**src/rtl/l1_repl_ctrl.sv**
```systemverilog
// L1 replacement controller: per-set MRU-bit tracking with invalid-first allocation.
// Optional per-way disable mask enabled by defining L1_REPL_WAYMASK_EN.
module l1_repl_ctrl #(
  parameter int unsigned WAY_NUM = 4,
  parameter int unsigned SET_NUM = 64,
  parameter int unsigned IDX_W   = $clog2(SET_NUM)
) (
  input  logic               clk,
  input  logic               rst,
  input  logic               req,
  input  logic [IDX_W-1:0]   idx,
  input  logic               flush,
  output logic               ready,
  input  logic [WAY_NUM-1:0] ld_val_vect,
  input  logic [WAY_NUM-1:0] tag_cmp_vect,
`ifdef L1_REPL_WAYMASK_EN
  input  logic [WAY_NUM-1:0] way_dis,
`endif
  output logic               hit,
  output logic               multi_hit,
  output logic               evict_val,
  output logic [WAY_NUM-1:0] way_vect
);

`ifndef L1_REPL_WAYMASK_EN
  logic [WAY_NUM-1:0] way_dis;
  assign way_dis = '0;
`endif

  typedef enum logic [0:0] {StInit, StReady} state_e;

  function automatic logic [WAY_NUM-1:0] lowest_bit(input logic [WAY_NUM-1:0] v);
    logic [WAY_NUM-1:0] r;
    r = '0;
    for (int i = WAY_NUM - 1; i >= 0; i--) begin
      if (v[i]) begin
        r    = '0;
        r[i] = 1'b1;
      end
    end
    return r;
  endfunction

  function automatic logic [WAY_NUM-1:0] highest_bit(input logic [WAY_NUM-1:0] v);
    logic [WAY_NUM-1:0] r;
    r = '0;
    for (int i = 0; i < WAY_NUM; i++) begin
      if (v[i]) begin
        r    = '0;
        r[i] = 1'b1;
      end
    end
    return r;
  endfunction

  state_e             state_q, state_d;
  logic [IDX_W-1:0]   sweep_q, sweep_d;
  logic               req_r, bypass_q;
  logic [IDX_W-1:0]   idx_r;
  logic [WAY_NUM-1:0] next_q, rd_q;
  logic [WAY_NUM-1:0] mem [SET_NUM];

  logic               accept, any_en, upd_we, mem_we;
  logic [WAY_NUM-1:0] en, used, hit_vect, inv_vect, cand, upd, next_mru, mem_wdata;
  logic [IDX_W-1:0]   mem_waddr;

  assign ready  = (state_q == StReady);
  assign accept = req & ready & ~flush;

  always_comb begin
    state_d = state_q;
    sweep_d = sweep_q;
    unique case (state_q)
      StInit: begin
        sweep_d = sweep_q + IDX_W'(1);
        if (sweep_q == IDX_W'(SET_NUM - 1)) begin
          state_d = StReady;
          sweep_d = '0;
        end
      end
      StReady: begin
        if (flush) begin
          state_d = StInit;
          sweep_d = '0;
        end
      end
      default: state_d = StInit;
    endcase
  end

  // The SRAM read returns pre-write data, so a same-set follow-up uses the registered next value.
  assign used     = bypass_q ? next_q : rd_q;
  assign en       = ~way_dis;
  assign any_en   = |en;
  assign hit_vect = ld_val_vect & tag_cmp_vect & en;
  assign inv_vect = ~ld_val_vect & en;
  assign cand     = en & ~used;

  always_comb begin
    hit       = 1'b0;
    multi_hit = 1'b0;
    evict_val = 1'b0;
    way_vect  = '0;
    if (req_r && any_en) begin
      if (|hit_vect) begin
        hit       = 1'b1;
        multi_hit = ($countones(hit_vect) > 1);
        way_vect  = lowest_bit(hit_vect);
      end else if (|inv_vect) begin
        way_vect  = lowest_bit(inv_vect);
      end else begin
        evict_val = 1'b1;
        way_vect  = (|cand) ? highest_bit(cand) : highest_bit(en);
      end
    end
  end

  // Once every enabled way is marked used, restart from just the way touched now.
  assign upd      = used | way_vect;
  assign next_mru = (&(upd | way_dis)) ? way_vect : upd;
  assign upd_we   = req_r & any_en & ~flush & (state_q == StReady);

  always_comb begin
    mem_we    = 1'b0;
    mem_waddr = idx_r;
    mem_wdata = next_mru;
    if (state_q == StInit) begin
      mem_we    = 1'b1;
      mem_waddr = sweep_q;
      mem_wdata = '0;
    end else if (upd_we) begin
      mem_we    = 1'b1;
    end
  end

  always_ff @(posedge clk) begin
    if (mem_we) mem[mem_waddr] <= mem_wdata;
    if (accept) rd_q <= mem[idx];
  end

  always_ff @(posedge clk) begin
    if (rst) begin
      state_q  <= StInit;
      sweep_q  <= '0;
      req_r    <= 1'b0;
      idx_r    <= '0;
      bypass_q <= 1'b0;
      next_q   <= '0;
    end else begin
      state_q  <= state_d;
      sweep_q  <= sweep_d;
      req_r    <= accept;
      idx_r    <= idx;
      bypass_q <= accept & req_r & (idx == idx_r);
      next_q   <= upd_we ? next_mru : used;
    end
  end

endmodule

```
**config.mk**
```make
export PLATFORM = sky130hd
export DESIGN_NAME = l1_repl_ctrl
export DESIGN_NICKNAME = d
export VERILOG_FILES = /design/src/rtl/l1_repl_ctrl.sv
export SDC_FILE = /design/constraint.sdc
export NUM_CORES = 1
export LEC_CHECK = 0
export BUFFER_PORTS_ARGS = -buffer_cell sky130_fd_sc_hd__buf_2
export CAP_MARGIN = 10
export CORE_ASPECT_RATIO = 0.6
export CORE_MARGIN = 4
export CORE_UTILIZATION = 30
export CTS_BUF_LIST = sky130_fd_sc_hd__clkbuf_8
export DETAILED_ROUTE_END_ITERATION = 12
export HOLD_SLACK_MARGIN = 0.05
export MAX_ROUTING_LAYER = met4
export PLACE_DENSITY = 0.52
export SKIP_CTS_REPAIR_TIMING = 1
export SYNTH_ARGS = -nofsm -noshare
export SYNTH_HDL_FRONTEND = slang
export SYNTH_SLANG_ARGS = --single-unit
```
**constraint.sdc**
```tcl
create_clock -name clk -period 4.3 [get_ports clk]
set_input_delay 0.86 -clock clk [delete_from_list [all_inputs] [get_ports clk]]
set_output_delay 0.86 -clock clk [all_outputs]
set_load 0.05 [all_outputs]
```
=== Word-level counts from Yosys, hierarchy flattened ===
Memory sizes are Yosys's and may differ from the RTL's. A register that Yosys moved wholly into a read port is not among the register bits.
Index checks and enable logic that the tools add are counted.

* Add/sub/neg operators: 4
* Order comparisons: 1
* Equality and inequality tests: 3
* Muxes and demuxes: 38
* Bitwise operators: 12
* Reduce and logical (&&, ||, !) cells: 4

{| class="wikitable"
|+ Operators by type and width
! cell !! count
|-
| $mux 4 || 19
|-
| $mux 6 || 3
|-
| $mux 1 || 14
|-
| $pmux 6 s2 || 1
|-
| $reduce_or 4->1 || 3
|-
| $not 4->4 || 2
|-
| $add 6x1->6 const B || 1
|-
| $and 1x1->1 || 6
|-
| $eq 6x6->1 || 1
|-
| $eq 6x6->1 const B || 1
|-
| $add 1x1->2 || 2
|-
| $and 4x4->4 || 1
|-
| $or 4x4->4 || 1
|-
| $reduce_and 4->1 || 1
|-
| $add 2x2->3 || 1
|-
| $gt 3x1->1 const B || 1
|-
| $ne 2x2->1 const B || 1
|-
| $not 1->1 || 2
|-
| $pmux 1 s2 || 1
|}

* Register bits after elaboration: 19
* Bits in writable memories: 256
* Word-level logic and storage cells: 69
* Memories: 1

{| class="wikitable"
|+ Memory list
! name !! words !! width !! read ports !! clocked after memory_dff !! wr ports !! RTL line !! RTL
|-
| mem || 64 || 4 || 1 || 1 || 1 || 61 || <nowiki>logic [WAY_NUM-1:0] mem [SET_NUM];</nowiki>
|}

=== Depth between registers and ports, before layout ===
Gate-level depths: netlist of run 1.

* Word-level depth: 14
* Gate-level depth with buffers: 8
* Mapped depth without buffers: 8

=== Worst setup path after synthesis of run 1 ===
Ideal clock, no wire load.

* Path kind: in2reg
* From: input tag_cmp_vect[0]
* To: memory mem[0][2], data pin
* Arrival time: 4.168 ns
* Path slack: -0.417 ns
* Stages: 6
* Cell sequence: nand2_1 > ha_1 > nand4_1 > o22ai_1 > nor2_1 > a21oi_1

* Longest elaborated chain between the ends: 8

{| class="wikitable"
|+ RTL lines
! element !! RTL line !! RTL
|-
| from (decl) || 15 || <nowiki>input logic [WAY_NUM-1:0] tag_cmp_vect,</nowiki>
|-
| $and 4x4->4 (*) || 95 || <nowiki>assign hit_vect = ld_val_vect & tag_cmp_vect & en;</nowiki>
|-
| $reduce_or 4->1 / $mux 4 (equally long branches) || 105, 36 ||
|-
| $mux 4 (*) || 105 || <nowiki>if (|hit_vect) begin</nowiki>
|-
| $mux 4 (*) || 104 || <nowiki>if (req_r && any_en) begin</nowiki>
|-
| net way_vect[2] || 22 || <nowiki>output logic [WAY_NUM-1:0] way_vect</nowiki>
|-
| $or 4x4->4 || 119 || <nowiki>assign upd = used | way_vect;</nowiki>
|-
| $reduce_and 4->1 || 120 || <nowiki>assign next_mru = (&(upd | way_dis)) ? way_vect : upd;</nowiki>
|-
| $mux 4 (*) || 120 ||
|-
| $mux 4 (*) || 127 || <nowiki>if (state_q == StInit) begin</nowiki>
|-
| net mem_wdata[2] || 64 || <nowiki>logic [WAY_NUM-1:0] en, used, hit_vect, inv_vect, cand, upd, next_mru, mem_wdata;</nowiki>
|-
| to (decl) || 61 ||
|}

Mark *: on every way through the listed nets, which the timed path passes. The rest lies on a longest branch.

=== Final worst setup path of run 1 ===
* From: register bypass_q
* To: output way_vect[1]

* Longest elaborated chain between the ends: 9

{| class="wikitable"
|+ RTL lines
! element !! RTL line !! RTL
|-
| from (decl) || 58 || <nowiki>logic req_r, bypass_q;</nowiki>
|-
| from (signal assigned) || 154 || <nowiki>bypass_q <= accept & req_r & (idx == idx_r);</nowiki>
|-
| $mux 4 (*) || 92 || <nowiki>assign used = bypass_q ? next_q : rd_q;</nowiki>
|-
| $not 4->4 (*) || 97 || <nowiki>assign cand = en & ~used;</nowiki>
|-
| $mux 4 (3 in a row) || 48 || <nowiki>if (v[i]) begin</nowiki>
|-
| $mux 4 (*) || 113 || <nowiki>way_vect = (|cand) ? highest_bit(cand) : highest_bit(en);</nowiki>
|-
| $mux 4 (*) || 109 || <nowiki>end else if (|inv_vect) begin</nowiki>
|-
| $mux 4 (*) || 105 ||
|-
| $mux 4 (*) || 104 ||
|-
| to (decl) || 22 ||
|}

Every way passes the cells marked *; elsewhere a longest branch is shown, timed or not.

==> results of run 1 <==
## worst min-delay path, cell delays in order, from the launching register on
cell,delay [ns]
dfxtp_1,0.35
o21ai_0,0.10
a21oi_1,0.06
## cell usage after synthesis (all sizes together), types with 7 or more instances
| cell | n |
|---|---|
| dfxtp | 19 |
| nand2 | 47 |
| nand2b | 7 |
| o21ai | 9 |
| o32ai | 7 |
| inv | 11 |
| clkbuf | 16 |
| nor2 | 90 |
| and2 | 7 |
| a22oi | 22 |
| a21oi | 13 |
| edfxtp | 260 |
| mux4 | 64 |
| a22o | 8 |
| nand3 | 7 |
| a221oi | 8 |
| buf | 14 |
| nor2b | 11 |
## layer usage
layer  vias up  wire [um]  track usage, %
met5         -          0               -
met4         0        318            2.18
met3        40       2410            4.32
met2       237      10500            16.5
met1      3314      14200            21.0
li1       2847          -               -
## how the worst max path moves through the flow
stage                        to  slack [ns]  depth (start not counted)
floorplan             mem[0][0]        0.19                          7
global placement     mem[14][1]        0.90                          9
detailed placement   mem[51][2]        0.82                          9
CTS                 way_vect[1]        0.91                          5
global route        way_vect[1]        0.76                          5
finish              way_vect[1]        0.94                          5
## cells by family (layout without fill, tap and decap cells)
family / after synthesis / after routing / share of synthesized area [%]
AO/OA/AOI/OAI: 92 / 92 / 6.00
XOR/XNOR: 6 / 6 / 0.450
adder cells (fa/ha/maj): 4 / 4 / 0.493
buffers and inverters: 41 / 120 / 1.95
flip-flops: 279 / 279 / 70.2
multiplexers: 72 / 72 / 13.7
AND/OR/NAND/NOR: 189 / 189 / 7.27
## registers in the layout, summed over array words and instances, names as in the netlist
register  cells
ready         1
mem         256
idx_r         6
rd_q          4
next_q        4
req_r         1
bypass_q      1
sweep_q       6
## power groups by stage
stage | combinational [mW] | clock, mW | sequential (mW)
6_report | 0.231 | 1.91 | 2.96
5_1_grt | 0.251 | 2.12 | 2.96
4_1_cts | 0.231 | 1.97 | 2.96
3_5_place_dp | 0.230 | 0 | 3.01
3_3_place_gp | 0.230 | 0 | 3.01
2_1_floorplan | 0.152 | 0 | 3.01
## layout make-up
cell class	instances	area [sq um]	area share [%]
Sequential cell	279	8190	62.3
Multi-Input combinational cell	363	3310	25.2
Tap cell	513	642	4.88
Clock buffer	40	551	4.19
Timing Repair Buffer	41	273	2.08
Clock inverter	28	144	1.09
Inverter	11	41.3	0.314
==> run_results.csv, run 1 <==
group,metric,value,unit
status,status,"finished clean",
power_and_ir_drop,seqPwrFrac,58.0,%
cells_and_area,fin_area,0.0131,sq mm
cells_and_area,n_fill_cell,3610,
power_and_ir_drop,swShare,22.4,%
worst_setup_path,crit_type,"flop to output port",
power_and_ir_drop,finalPower,5.10,mW
power_and_ir_drop,ir_drop,0.000205,V
power_and_ir_drop,p_leak,3.69,nW
synthesis,syn_inst,683,
global_route,grt_first_pass_wirelength,41.6,mm
worst_setup_path,crit_family,"flip-flops",
power_and_ir_drop,combPwrFrac,4.5,%
cells_and_area,area_growth_syn_to_layout,12.6,%
detailed_routing,drt_iter0_drc,661,
detailed_routing,drc_errors,0,
floorplanning,coreArea,0.0381,sq mm
sta,tightest_slew,0.883,ns
placement,place_ws,0.821,ns
placement,gp_congestion,0.800,
worst_setup_path,cp-end-kind,"output port",
synthesis,synth.distinct_cells,60,
power_and_ir_drop,clkPwrFrac,37.5,%
clocking,clk_pin_slew,0.07,ns
synthesis,synth_edf_count,260,
clocking,cts_tree,"yes",
worst_setup_path,path_buf_inv,2,
min_path,holdPathStages,2,
worst_setup_path,timing.rr.start,"bypass_q",
detailed_routing,vias,6438,
detailed_routing,viasPerCell,5.05,
placement,port_buffers,25,
synthesis,synth_ff_type,"edfxtp_1",
synthesis,ys_warn_count,0,
worst_setup_path,critPathLaunchType,"flop",
placement,dp.cells,1207,
power_and_ir_drop,cellInternalPower,3.96,mW
clocking,cts-root-buf,"clkbuf_8",
synthesis,ys_ff_latch,279,
cells_and_area,diodes,0,
sta,period_share,78.1,%
synthesis,avgSynthCellArea,17.1,sq um
global_route,overflow,0,
detailed_routing,wl_per_cell,21.5,um
placement,dpl_cell_area,0.0125,sq mm
floorplanning,fp.dieArea,0.0422,sq mm
sta,period_needed,3.36,ns
cells_and_area,final_util,34.5,%
global_route,grt_pass1_vias,6351,
floorplanning,io_pins,26,
floorplanning,die_h,161,um
sta,hold_violations,0,
min_path,min_from,"sweep_q[4]",
synthesis,synth_area_leader_cell,"edfxtp_1",
synthesis,synth.net_count,705,
floorplanning,num_rows,55,
clocking,cts.path.max_buffers,3,
global_route,grt_max_degree,65,
synthesis,async_flop_share,0,%
worst_setup_path,worstPathRequired,3.44,ns
sta,maxSlewHeadroom,41.1,%
synthesis,syn_area,0.0117,sq mm
floorplanning,dieWidth,263,um
synthesis,ys_seq_area_share,70.2,%
sta,setup_viol,0,
sta,setup_tns,0,ns
worst_setup_path,worstPathMaxFanout,14,
sta,hold_ws,0.556,ns
worst_setup_path,rrSetupSlack,1.37,ns
global_route,grt_antenna_before_repair,0,
clocking,insertion_delay,0.55,ns
worst_setup_path,r2r-end,"mem[12][1]",
detailed_routing,wl,27.4,mm
sta,rsz0062_at_grt,"no",
clocking,numCtsBuffers,39,
worst_setup_path,slowest_delay,0.67,ns
sta,slew_violations,0,
cells_and_area,finalNonFillerCells,1275,
clocking,cts_sinks,279,
power_and_ir_drop,power.switching,1.14,mW
cells_and_area,layout_common_cells,"260 x edfxtp_1, 90 x nor2_1, 47 x nand2_1, 46 x mux4_2, 40 x clkbuf_8",
run,drv_cap,0,
worst_setup_path,r2r_cells,7,
synthesis,synth_top_area_share,66.9,%
cells_and_area,final_common_cell,"edfxtp_1",
sta,fin_skew,0.0320,ns
worst_setup_path,critPathLaunch,"bypass_q",
floorplanning,start_util,30.7,%
detailed_routing,ant_nets,0,
min_path,worstHoldEndpoint,"sweep_q[4]",
worst_setup_path,slowest_stage,"dfxtp_1",
sta,setup_slack,0.942,ns
worst_setup_path,worstPathCellList,"mux2_2 > inv_1 > nand4_1 > a31oi_4 > buf_2",
worst_setup_path,crit_arrival,2.50,ns
clocking,htree_levels,2,
min_path,hold_path.class,"flop to flop",
placement,hpwl,17.9,mm
cells_and_area,nNetsFinal,757,
power_and_ir_drop,powerDensity,388,mW/mm^2
sta,max_freq,298,MHz
cells_and_area,drive_gt1_share,19.2,%
detailed_routing,first_pass_iters,5,
synthesis,synth.area.top_cells,"edfxtp_1 67%, mux4_2 8.9%, mux4_1 4.1%, dfxtp_1 3.3%, nor2_1 2.9%",
global_route,grt_usage,13.3,%
Note: power is estimated with default switching activity, not from simulation.
==> inputs of run 2 (changes only) <==
Clock period 4.3 ns to 2.95 ns, I/O delays scaled along.
==> run_results.csv, run 2 (synthesis results as in run 1) <==
group,metric,value,unit
status,status,"finished clean",
placement,port_buffers,25,
run,drv_cap,0,
worst_setup_path,critPathLaunch,"bypass_q",
global_route,grt_first_pass_wirelength,43.6,mm
worst_setup_path,path_buf_inv,2,
global_route,grt_usage,14.0,%
worst_setup_path,timing.rr.start,"rd_q[2]",
detailed_routing,viasPerCell,5.09,
power_and_ir_drop,p_leak,4.07,nW
power_and_ir_drop,ir_drop,0.000274,V
cells_and_area,final_common_cell,"edfxtp_1",
floorplanning,io_pins,26,
clocking,cts-root-buf,"clkbuf_8",
worst_setup_path,worstPathRequired,2.36,ns
sta,rsz0062_at_grt,"no",
cells_and_area,layout_common_cells,"260 x edfxtp_1, 90 x nor2_1, 47 x nand2_1, 46 x mux4_2, 42 x clkbuf_8",
worst_setup_path,crit_arrival,2.25,ns
global_route,grt_antenna_before_repair,0,
worst_setup_path,worstPathMaxFanout,14,
clocking,numCtsBuffers,41,
global_route,grt_pass1_vias,6566,
worst_setup_path,slowest_delay,0.49,ns
min_path,min_from,"idx[2]",
clocking,htree_levels,2,
placement,gp_congestion,0.830,
worst_setup_path,slowest_stage,"dfxtp_2",
sta,maxSlewHeadroom,56.4,%
cells_and_area,drive_gt1_share,22.2,%
cells_and_area,largest_register,"mem",
cells_and_area,fin_area,0.0134,sq mm
detailed_routing,ant_nets,0,
clocking,cts_sinks,279,
min_path,hold_path.class,"input port to flop",
cells_and_area,diodes,0,
placement,hpwl,19.0,mm
sta,fin_skew,0.0253,ns
detailed_routing,wl,28.8,mm
detailed_routing,first_pass_iters,5,
sta,period_needed,2.84,ns
sta,hold_violations,0,
sta,period_share,96.4,%
clocking,cts.path.max_buffers,3,
floorplanning,dieWidth,263,um
cells_and_area,nNetsFinal,778,
sta,setup_tns,0,ns
detailed_routing,drt_iter0_drc,756,
power_and_ir_drop,powerDensity,564,mW/mm^2
worst_setup_path,crit_family,"flip-flops",
detailed_routing,vias,6604,
placement,dpl_cell_area,0.0127,sq mm
cells_and_area,final_util,35.2,%
placement,dp.cells,1226,
sta,max_freq,352,MHz
worst_setup_path,worstPathCellList,"mux2_2 > inv_1 > nand4_1 > a31oi_4 > clkbuf_4",
floorplanning,num_rows,55,
cells_and_area,top_regs,"mem x256, idx_r x6, sweep_q x6",
cells_and_area,area_growth_syn_to_layout,14.9,%
clocking,clk_pin_slew,0.06,ns
worst_setup_path,cp-end-kind,"output port",
sta,setup_viol,0,
sta,slew_violations,0,
clocking,insertion_delay,0.56,ns
worst_setup_path,critPathLaunchType,"flop",
sta,tightest_slew,0.653,ns
global_route,grt_max_degree,65,
clocking,cts_tree,"yes",
floorplanning,die_h,161,um
cells_and_area,largest_reg_flops,256,
floorplanning,start_util,30.7,%
floorplanning,coreArea,0.0381,sq mm
cells_and_area,finalNonFillerCells,1298,
detailed_routing,wl_per_cell,22.2,um
floorplanning,fp.dieArea,0.0422,sq mm
detailed_routing,drc_errors,0,
global_route,overflow,0,
worst_setup_path,crit_type,"flop to output port",
## run 2: cell count changes in the layout (fill, tap and decap cells not counted), sizes merged
cell / previous run / this run
clkinv: 12 / 13
inv: 25 / 26
buf: 41 / 59
clkbuf: 40 / 43
## run 2: final timing paths
kind | cells past startpoint | slack [ns] | to
max | 5 | 0.11 | way_vect[1]
max reg2reg | 7 | 0.38 | mem[10][2]
min | 2 | 0.35 | idx_r[2]
min reg2reg | 2 | 0.57 | bypass_q
## run 2: where the power goes
group	total, mW	switching (mW)	internal (mW)
Sequential	4.31	0.0167	4.29
Combinational	0.351	0.213	0.138
Clock	2.91	1.49	1.42
## run 2: cell type report
cell class	count	area, sq um
fill	3592	24600
sequential	279	8190
multi-input combinational	363	3310
tap	513	642
clock buffer	42	578
timing repair buffer	60	493
clock inverter	30	156
inverter	11	41.3
## run 2: worst register-to-register path, cell delays in order (launching register included)
cell,delay [ns]
edfxtp_1,0.48
nor4bb_1,0.41
and4bb_1,0.28
nor3_1,0.14
a21o_1,0.24
nor2_1,0.11
a21oi_4,0.44
buf_4,0.30
## run 2: metal layers
layer	global-route usage (%)	wire length (um)	vias to the layer above
met1	21.9	14400	3382
met2	17.2	11100	280
met5	-	0	-
met3	4.70	2900	38
li1	-	-	2904
met4	2.62	330	0
## run 2: metrics by stage
stage / hold WS [ns] / total power, mW / setup WS [ns]
CTS: 0.321 / 7.65 / -0.106
detailed placement: 0.555 / 4.74 / 0.0710
finish: 0.355 / 7.56 / 0.106
floorplan: 0.501 / 4.60 / 0.0167
global placement: 0.534 / 4.74 / 0.0952
global route: 0.321 / 7.89 / 0.0114
